**src/rtl/fifo_cmd_rx_if.sv**
```systemverilog
// Signal bundle between fifo_cmd_rx, the upstream byte FIFO and the payload consumer.
interface fifo_cmd_rx_if;
  logic       fifo_empty;
  logic [7:0] fifo_do;
  logic       fifo_rd;
  logic       dat_rdy;
  logic [7:0] cmd;
  logic       cmd_stb;
  logic [7:0] dat_out;
  logic       dat_stb;
  logic       frm_ok;
  logic       frm_err;
  logic [1:0] err_code;
  logic       busy;

  modport slave (
    input  fifo_empty, fifo_do, dat_rdy,
    output fifo_rd, cmd, cmd_stb, dat_out, dat_stb, frm_ok, frm_err, err_code, busy
  );

  modport master (
    output fifo_empty, fifo_do, dat_rdy,
    input  fifo_rd, cmd, cmd_stb, dat_out, dat_stb, frm_ok, frm_err, err_code, busy
  );
endinterface

```
**src/rtl/fifo_cmd_rx.sv**
```systemverilog
// Command frame receiver: pops bytes from a show-ahead FIFO, parses
// sync/cmd/~cmd/len/payload/xor-checksum frames and reports frame status.
module fifo_cmd_rx #(
  parameter int RD_GAP = 3,
  parameter int TOUT   = 50000
) (
  input  logic          clk,
  input  logic          rst,
  fifo_cmd_rx_if.slave  bus
);
  localparam logic [7:0]       SYNC   = 8'h2B;
  localparam int               GAP_W  = (RD_GAP > 0) ? $clog2(RD_GAP + 1) : 1;
  localparam logic [GAP_W-1:0] GAP_LD = GAP_W'(RD_GAP);
  localparam logic [GAP_W-1:0] GAP_1  = GAP_W'(1);
  localparam logic [31:0]      TOUT_L = 32'(TOUT);

  typedef enum logic [2:0] {HUNT, CMD, NCMD, LEN, DATA, SUM} state_t;

  state_t           state;
  logic [GAP_W-1:0] gap_cnt;
  logic [15:0]      tout_cnt;
  logic [7:0]       len_cnt;
  logic [7:0]       csum;
  logic [7:0]       cmd_lat;
  logic             stall;
  logic             fetch;
  logic             tout_run;
  logic             tout_hit;

  function automatic logic [15:0] sat_inc(input logic [15:0] v);
    return (v == 16'hFFFF) ? v : v + 16'd1;
  endfunction

  // A payload stall freezes both popping and the inter-byte timer.
  always_comb begin
    stall    = (state == DATA) && !bus.dat_rdy;
    fetch    = !bus.fifo_empty && (gap_cnt == '0) && !stall;
    tout_run = (state != HUNT) && bus.fifo_empty && !stall;
    tout_hit = tout_run && (({16'd0, tout_cnt} + 32'd1) >= TOUT_L);
  end

  always_ff @(posedge clk or posedge rst) begin
    if (rst) begin
      state        <= HUNT;
      gap_cnt      <= '0;
      tout_cnt     <= '0;
      len_cnt      <= '0;
      csum         <= '0;
      cmd_lat      <= '0;
      bus.fifo_rd  <= 1'b0;
      bus.cmd      <= 8'h00;
      bus.cmd_stb  <= 1'b0;
      bus.dat_out  <= 8'h00;
      bus.dat_stb  <= 1'b0;
      bus.frm_ok   <= 1'b0;
      bus.frm_err  <= 1'b0;
      bus.err_code <= 2'd0;
      bus.busy     <= 1'b0;
    end else begin
      bus.fifo_rd <= fetch;
      bus.cmd_stb <= 1'b0;
      bus.dat_stb <= 1'b0;
      bus.frm_ok  <= 1'b0;
      bus.frm_err <= 1'b0;

      if (fetch)
        gap_cnt <= GAP_LD;
      else if (gap_cnt != '0)
        gap_cnt <= gap_cnt - GAP_1;

      if (fetch || state == HUNT)
        tout_cnt <= '0;
      else if (tout_run)
        tout_cnt <= sat_inc(tout_cnt);

      // The fetched byte is consumed straight from the show-ahead head.
      if (fetch) begin
        case (state)
          HUNT: begin
            if (bus.fifo_do == SYNC) begin
              state    <= CMD;
              bus.busy <= 1'b1;
            end
          end
          CMD: begin
            cmd_lat <= bus.fifo_do;
            state   <= NCMD;
          end
          NCMD: begin
            if (bus.fifo_do == ~cmd_lat) begin
              bus.cmd     <= cmd_lat;
              bus.cmd_stb <= 1'b1;
              state       <= LEN;
            end else begin
              bus.frm_err  <= 1'b1;
              bus.err_code <= 2'd1;
              state        <= HUNT;
              bus.busy     <= 1'b0;
            end
          end
          LEN: begin
            len_cnt <= bus.fifo_do;
            csum    <= cmd_lat;
            state   <= (bus.fifo_do == 8'h00) ? SUM : DATA;
          end
          DATA: begin
            bus.dat_out <= bus.fifo_do;
            bus.dat_stb <= 1'b1;
            csum        <= csum ^ bus.fifo_do;
            len_cnt     <= len_cnt - 8'd1;
            if (len_cnt == 8'd1)
              state <= SUM;
          end
          SUM: begin
            if (bus.fifo_do == csum) begin
              bus.frm_ok <= 1'b1;
            end else begin
              bus.frm_err  <= 1'b1;
              bus.err_code <= 2'd2;
            end
            state    <= HUNT;
            bus.busy <= 1'b0;
          end
          default: begin
            state    <= HUNT;
            bus.busy <= 1'b0;
          end
        endcase
      end else if (tout_hit) begin
        bus.frm_err  <= 1'b1;
        bus.err_code <= 2'd3;
        state        <= HUNT;
        bus.busy     <= 1'b0;
      end
    end
  end
endmodule

```
**src/flat_wrapper.sv**
```systemverilog
// flat-port wrapper written by rule: the top's interface ports become plain ports
module fifo_cmd_rx_flat 
#(
  parameter int RD_GAP = 3,
  parameter int TOUT   = 50000
)
  (clk, rst, bus_fifo_empty, bus_fifo_do, bus_dat_rdy, bus_fifo_rd, bus_cmd, bus_cmd_stb, bus_dat_out, bus_dat_stb, bus_frm_ok, bus_frm_err, bus_err_code, bus_busy);
  fifo_cmd_rx_if bus_i ();
  input  logic clk;
  input  logic rst;
  input wire logic [$bits(bus_i.fifo_empty)-1:0] bus_fifo_empty;
  input wire logic [$bits(bus_i.fifo_do)-1:0] bus_fifo_do;
  input wire logic [$bits(bus_i.dat_rdy)-1:0] bus_dat_rdy;
  output wire logic [$bits(bus_i.fifo_rd)-1:0] bus_fifo_rd;
  output wire logic [$bits(bus_i.cmd)-1:0] bus_cmd;
  output wire logic [$bits(bus_i.cmd_stb)-1:0] bus_cmd_stb;
  output wire logic [$bits(bus_i.dat_out)-1:0] bus_dat_out;
  output wire logic [$bits(bus_i.dat_stb)-1:0] bus_dat_stb;
  output wire logic [$bits(bus_i.frm_ok)-1:0] bus_frm_ok;
  output wire logic [$bits(bus_i.frm_err)-1:0] bus_frm_err;
  output wire logic [$bits(bus_i.err_code)-1:0] bus_err_code;
  output wire logic [$bits(bus_i.busy)-1:0] bus_busy;
  assign bus_i.fifo_empty = bus_fifo_empty;
  assign bus_i.fifo_do = bus_fifo_do;
  assign bus_i.dat_rdy = bus_dat_rdy;
  assign bus_fifo_rd = bus_i.fifo_rd;
  assign bus_cmd = bus_i.cmd;
  assign bus_cmd_stb = bus_i.cmd_stb;
  assign bus_dat_out = bus_i.dat_out;
  assign bus_dat_stb = bus_i.dat_stb;
  assign bus_frm_ok = bus_i.frm_ok;
  assign bus_frm_err = bus_i.frm_err;
  assign bus_err_code = bus_i.err_code;
  assign bus_busy = bus_i.busy;
  fifo_cmd_rx #(.RD_GAP(RD_GAP), .TOUT(TOUT)) u_core (.clk(clk), .rst(rst), .bus(bus_i));
endmodule
```
**config.mk**
```make
export PLATFORM = sky130hd
export DESIGN_NAME = fifo_cmd_rx_flat
export DESIGN_NICKNAME = d
export VERILOG_FILES = /design/src/rtl/fifo_cmd_rx_if.sv /design/src/rtl/fifo_cmd_rx.sv /design/src/flat_wrapper.sv
export SDC_FILE = /design/constraint.sdc
export NUM_CORES = 1
export LEC_CHECK = 0
export CELL_PAD_IN_SITES_DETAIL_PLACEMENT = 2
export CELL_PAD_IN_SITES_GLOBAL_PLACEMENT = 2
export CORE_UTILIZATION = 39
export DETAILED_ROUTE_END_ITERATION = 10
export GPL_TIMING_DRIVEN = 0
export PLACE_DENSITY_LB_ADDON = 0.1
export SYNTH_ARGS = -nofsm -noshare
export SYNTH_HDL_FRONTEND = slang
export SYNTH_SLANG_ARGS = --single-unit
```
**constraint.sdc**
```tcl
create_clock -name clk -period 3.57 [get_ports clk]
set_input_delay 0.714 -clock clk [delete_from_list [all_inputs] [get_ports clk]]
set_output_delay 0.714 -clock clk [all_outputs]
set_load 0.03 [all_outputs]
```
==> results.txt <==
status = completed
Buffers & Inverters on Critical Path = 3
Final Max Tran Viols = 0
PostCTS Resize Cnt = 0
post-synth cell types = 61
Worst R2R End = u_core.bus.cmd[3]$_DFFE_PP0P_
PortBufs = 27
Post-synth EDFFs = 0
Final Hold Viols = 0
Static Leakage = 0.001995 uW
final worst path period need = 2.615 ns
DR pass1 iterations = 4
initial antenna violation count = 0
worst-path cell chain = clkdlybuf4s50_1, and2b_1, nor4bb_1, or3b_1, buf_2, clkinv_1, nand2_1, nand2_1
drt via density = 5.604
GRT Total Usage = 24.88%
hold_buf cts = 0
vias in the first global route = 3,623
drt wl/cell = 19.70 um
part of the cycle the worst path needs = 73.25%
# nets final = 461
CTS Buf Count = 9
reg-to-reg slack, setup = 1.15 ns
Starting Density = 40.58%
Hold EP = u_core.bus.cmd[2]$_DFFE_PP0P_
die height = 100.3 um
total grt overflow = 0
Syn Inst Count = 406
cell area after layout = 4452 um2
Least-Margin Pin Slew = 0.7836 ns
Worst EP required = 3.87 ns
Crit path top cell by count = nand2_1
asr flop ratio synth = 100.0%
pwr/cell area = 584.5 nW/um2
DRC = 0
core area = 9284 um2
Max Cap Violations = 0
Synth Flop Type = dfrtp_1
Starting DRT DRC Count = 85
Max Freq = 382.4 MHz
Crit. End Element = flop
hpwl dp = 7955 um
Layout Utilization = 47.95%
synthesized flop and latch total = 69
largest net degree at the start of global routing = 54
# rows = 35
fraction of layout cells with a size suffix above 1 = 14.67%
Bufs on Longest Clock Path = 2
Worst Hold Depth = 2
Avg Inst Size Synth = 9.279 um2
final antenna-violating net count = 0
worst vdd ir = 0.2086 mV
Reg2Reg Depth = 9
clk_skew = 0.004744 ns
post-synth top area share = 45.83%
setup TNS = 0 ns
sequential share of the synthesized area = 45.83%
Synth Net Count = 422
CP max FO = 10
CP startpoint kind = input pin
total power = 2602 uW
Ant. Diodes = 0
Crit path max-delay family = simple AND/OR/NAND/NOR gates
RSZ-0062 raised after global routing = no
Filler cells = 1,027
final setup fails = 0
Syn-to-layout area delta = 18.17%
CTS tree = yes
top-count cell post-synth = dfrtp_1
largest area contributor in the netlist = dfrtp_1
Post-synth top cells = 69 x dfrtp_1, 40 x nand2_1, 39 x nor2_1
CP Class = input pin to flop
cell at the slowest stage of the critical path = nor4bb_1
Worst Hold Launch = u_core.bus.cmd[2]$_DFFE_PP0P_
H-tree depth = 3
setup bufs post-CTS = 0
Top Ports = 36
Rel. slew slack = 47.28%
Post-DP Area = 4229 um2
Worst Hold Class = flop to flop
worst skew pair latency = 0.35 ns
die width = 100.3 um
synth warn = 0
CP arrival = 2.91 ns
Worst R2R Start = u_core.gap_cnt[0]$_DFFE_PP0P_
CTS Sinks = 69
die area = 10,060 um2
vias = 3,245
slowest cell delay on critical path = 0.46 ns
final WL = 11,410 um
first-pass GRT wire length = 19,100 um
Netlist Area Pre-Place = 3767 um2
final RePlAce weighted congestion = 0.8159
most area-consuming cells after synthesis = dfrtp_1 46%, xor2_1 5.1%, mux2_2 4.8%
CTS clock-pin slew for the worst setup and hold paths = 0.08 ns
Root Driver = clkbuf_8
[power by group]
| part | switching, uW | leakage [uW] | internal [uW] |
|---|---|---|---|
| clock network | 343 | 0.000110 | 397 |
| logic | 480 | 0.000983 | 317 |
| registers | 139 | 0.000903 | 926 |
| total | 962 | 0.00200 | 1640 |
[per-layer routing]
metal	up-vias	global-route usage, %	share of wire (%)
met4	0	8.919	1.9
met1	1658	33.36	48
li1	1506	-	-
met2	61	40.94	48
met5	-	0	0
met3	20	3.691	2.8
[area by class of cell]
type | instances | area, um2 | area share (%)
clock buffer | 9 | 123.9 | 2.782
buffer | 28 | 150.1 | 3.373
timing repair buffer | 28 | 297.8 | 6.689
inverter | 16 | 62.56 | 1.405
tap | 129 | 161.4 | 3.626
multi-input combinational | 293 | 1831 | 41.12
clock inverter | 7 | 98.84 | 2.220
sequential | 69 | 1727 | 38.79
[cell usage in the layout, fill, tap and decap left out, drive strengths merged, types with 2 or more instances in the layout]
| cell | synthesis | final |
|---|---|---|
| a21o | 3 | 3 |
| a21oi | 14 | 14 |
| a22oi | 7 | 7 |
| a31oi | 3 | 3 |
| a32oi | 4 | 4 |
| and2 | 5 | 5 |
| and3 | 6 | 6 |
| and4 | 2 | 2 |
| buf | 23 | 24 |
| bufinv | 0 | 2 |
| clkbuf | 5 | 14 |
| clkdlybuf4s50 | 0 | 27 |
| clkinv | 1 | 4 |
| dfrtp | 69 | 69 |
| ha | 4 | 4 |
| inv | 15 | 16 |
| mux2 | 17 | 17 |
| nand2 | 40 | 40 |
| nand2b | 5 | 5 |
| nand3 | 27 | 27 |
| nand4 | 10 | 10 |
| nand4b | 3 | 3 |
| nor2 | 40 | 40 |
| nor2b | 4 | 4 |
| nor3 | 4 | 4 |
| nor4 | 6 | 6 |
| o211ai | 2 | 2 |
| o21ai | 33 | 33 |
| o221ai | 2 | 2 |
| o22ai | 2 | 2 |
| or2 | 2 | 2 |
| or3b | 2 | 2 |
| xnor2 | 7 | 7 |
| xor2 | 22 | 22 |
[per-stage QoR]
step | worst slack [ns] | hold slack [ns] | instances
floorplan | 1.116 | 0.4709 | 406
global placement | -0.2505 | 0.4591 | 562
detailed placement | 0.6010 | 0.4731 | 563
CTS | 0.9504 | 0.4958 | 579
global route | 0.8214 | 0.5072 | 579
finish | 0.9551 | 0.4893 | 579
[sequential cells by signal, indices dropped and copies added, names as in the netlist]
name	count
u_core.len_cnt	8
u_core.state	3
u_core.bus.err_code	2
u_core.bus.busy	1
u_core.bus.frm_ok	1
u_core.bus.fifo_rd	1
u_core.gap_cnt	2
u_core.csum	8
u_core.bus.cmd	8
u_core.bus.cmd_stb	1
u_core.bus.frm_err	1
u_core.bus.dat_stb	1
u_core.tout_cnt	16
u_core.bus.dat_out	8
u_core.cmd_lat	8
[worst min-delay path, delay by kind of cell, from the launching register on]
| kind | cells | cell delay (ns) |
|---|---|---|
| simple gates | 2 | 0.11 |
| flops | 1 | 0.35 |
[worst max-delay path by stage]
stage | cells past startpoint | slack [ns] | start | endpoint
4_1_cts | 8 | 0.95 | bus_fifo_empty | u_core.bus.cmd[3]$_DFFE_PP0P_
2_1_floorplan | 1 | 1.12 | rst | u_core.bus.busy$_DFFE_PP0P_
3_5_place_dp | 8 | 0.60 | bus_fifo_empty | u_core.bus.cmd[7]$_DFFE_PP0P_
6_report | 8 | 0.96 | bus_fifo_empty | u_core.bus.cmd[3]$_DFFE_PP0P_
3_3_place_gp | 2 | -0.25 | rst | u_core.bus.cmd[4]$_DFFE_PP0P_
5_1_grt | 8 | 0.82 | bus_fifo_empty | u_core.bus.cmd[5]$_DFFE_PP0P_
[logic make-up after synthesis]
family	Yosys count	share of synthesized area [%]
AOI/OAI and AO/OA	81	13.82
xor gates and xnor gates	29	6.742
adders and majority gates	4	1.329
buffers and inverters	44	5.579
DFF	69	45.83
muxes	18	5.347
and+or+nand+nor	161	21.36
(Power assumes the default switching activity.)
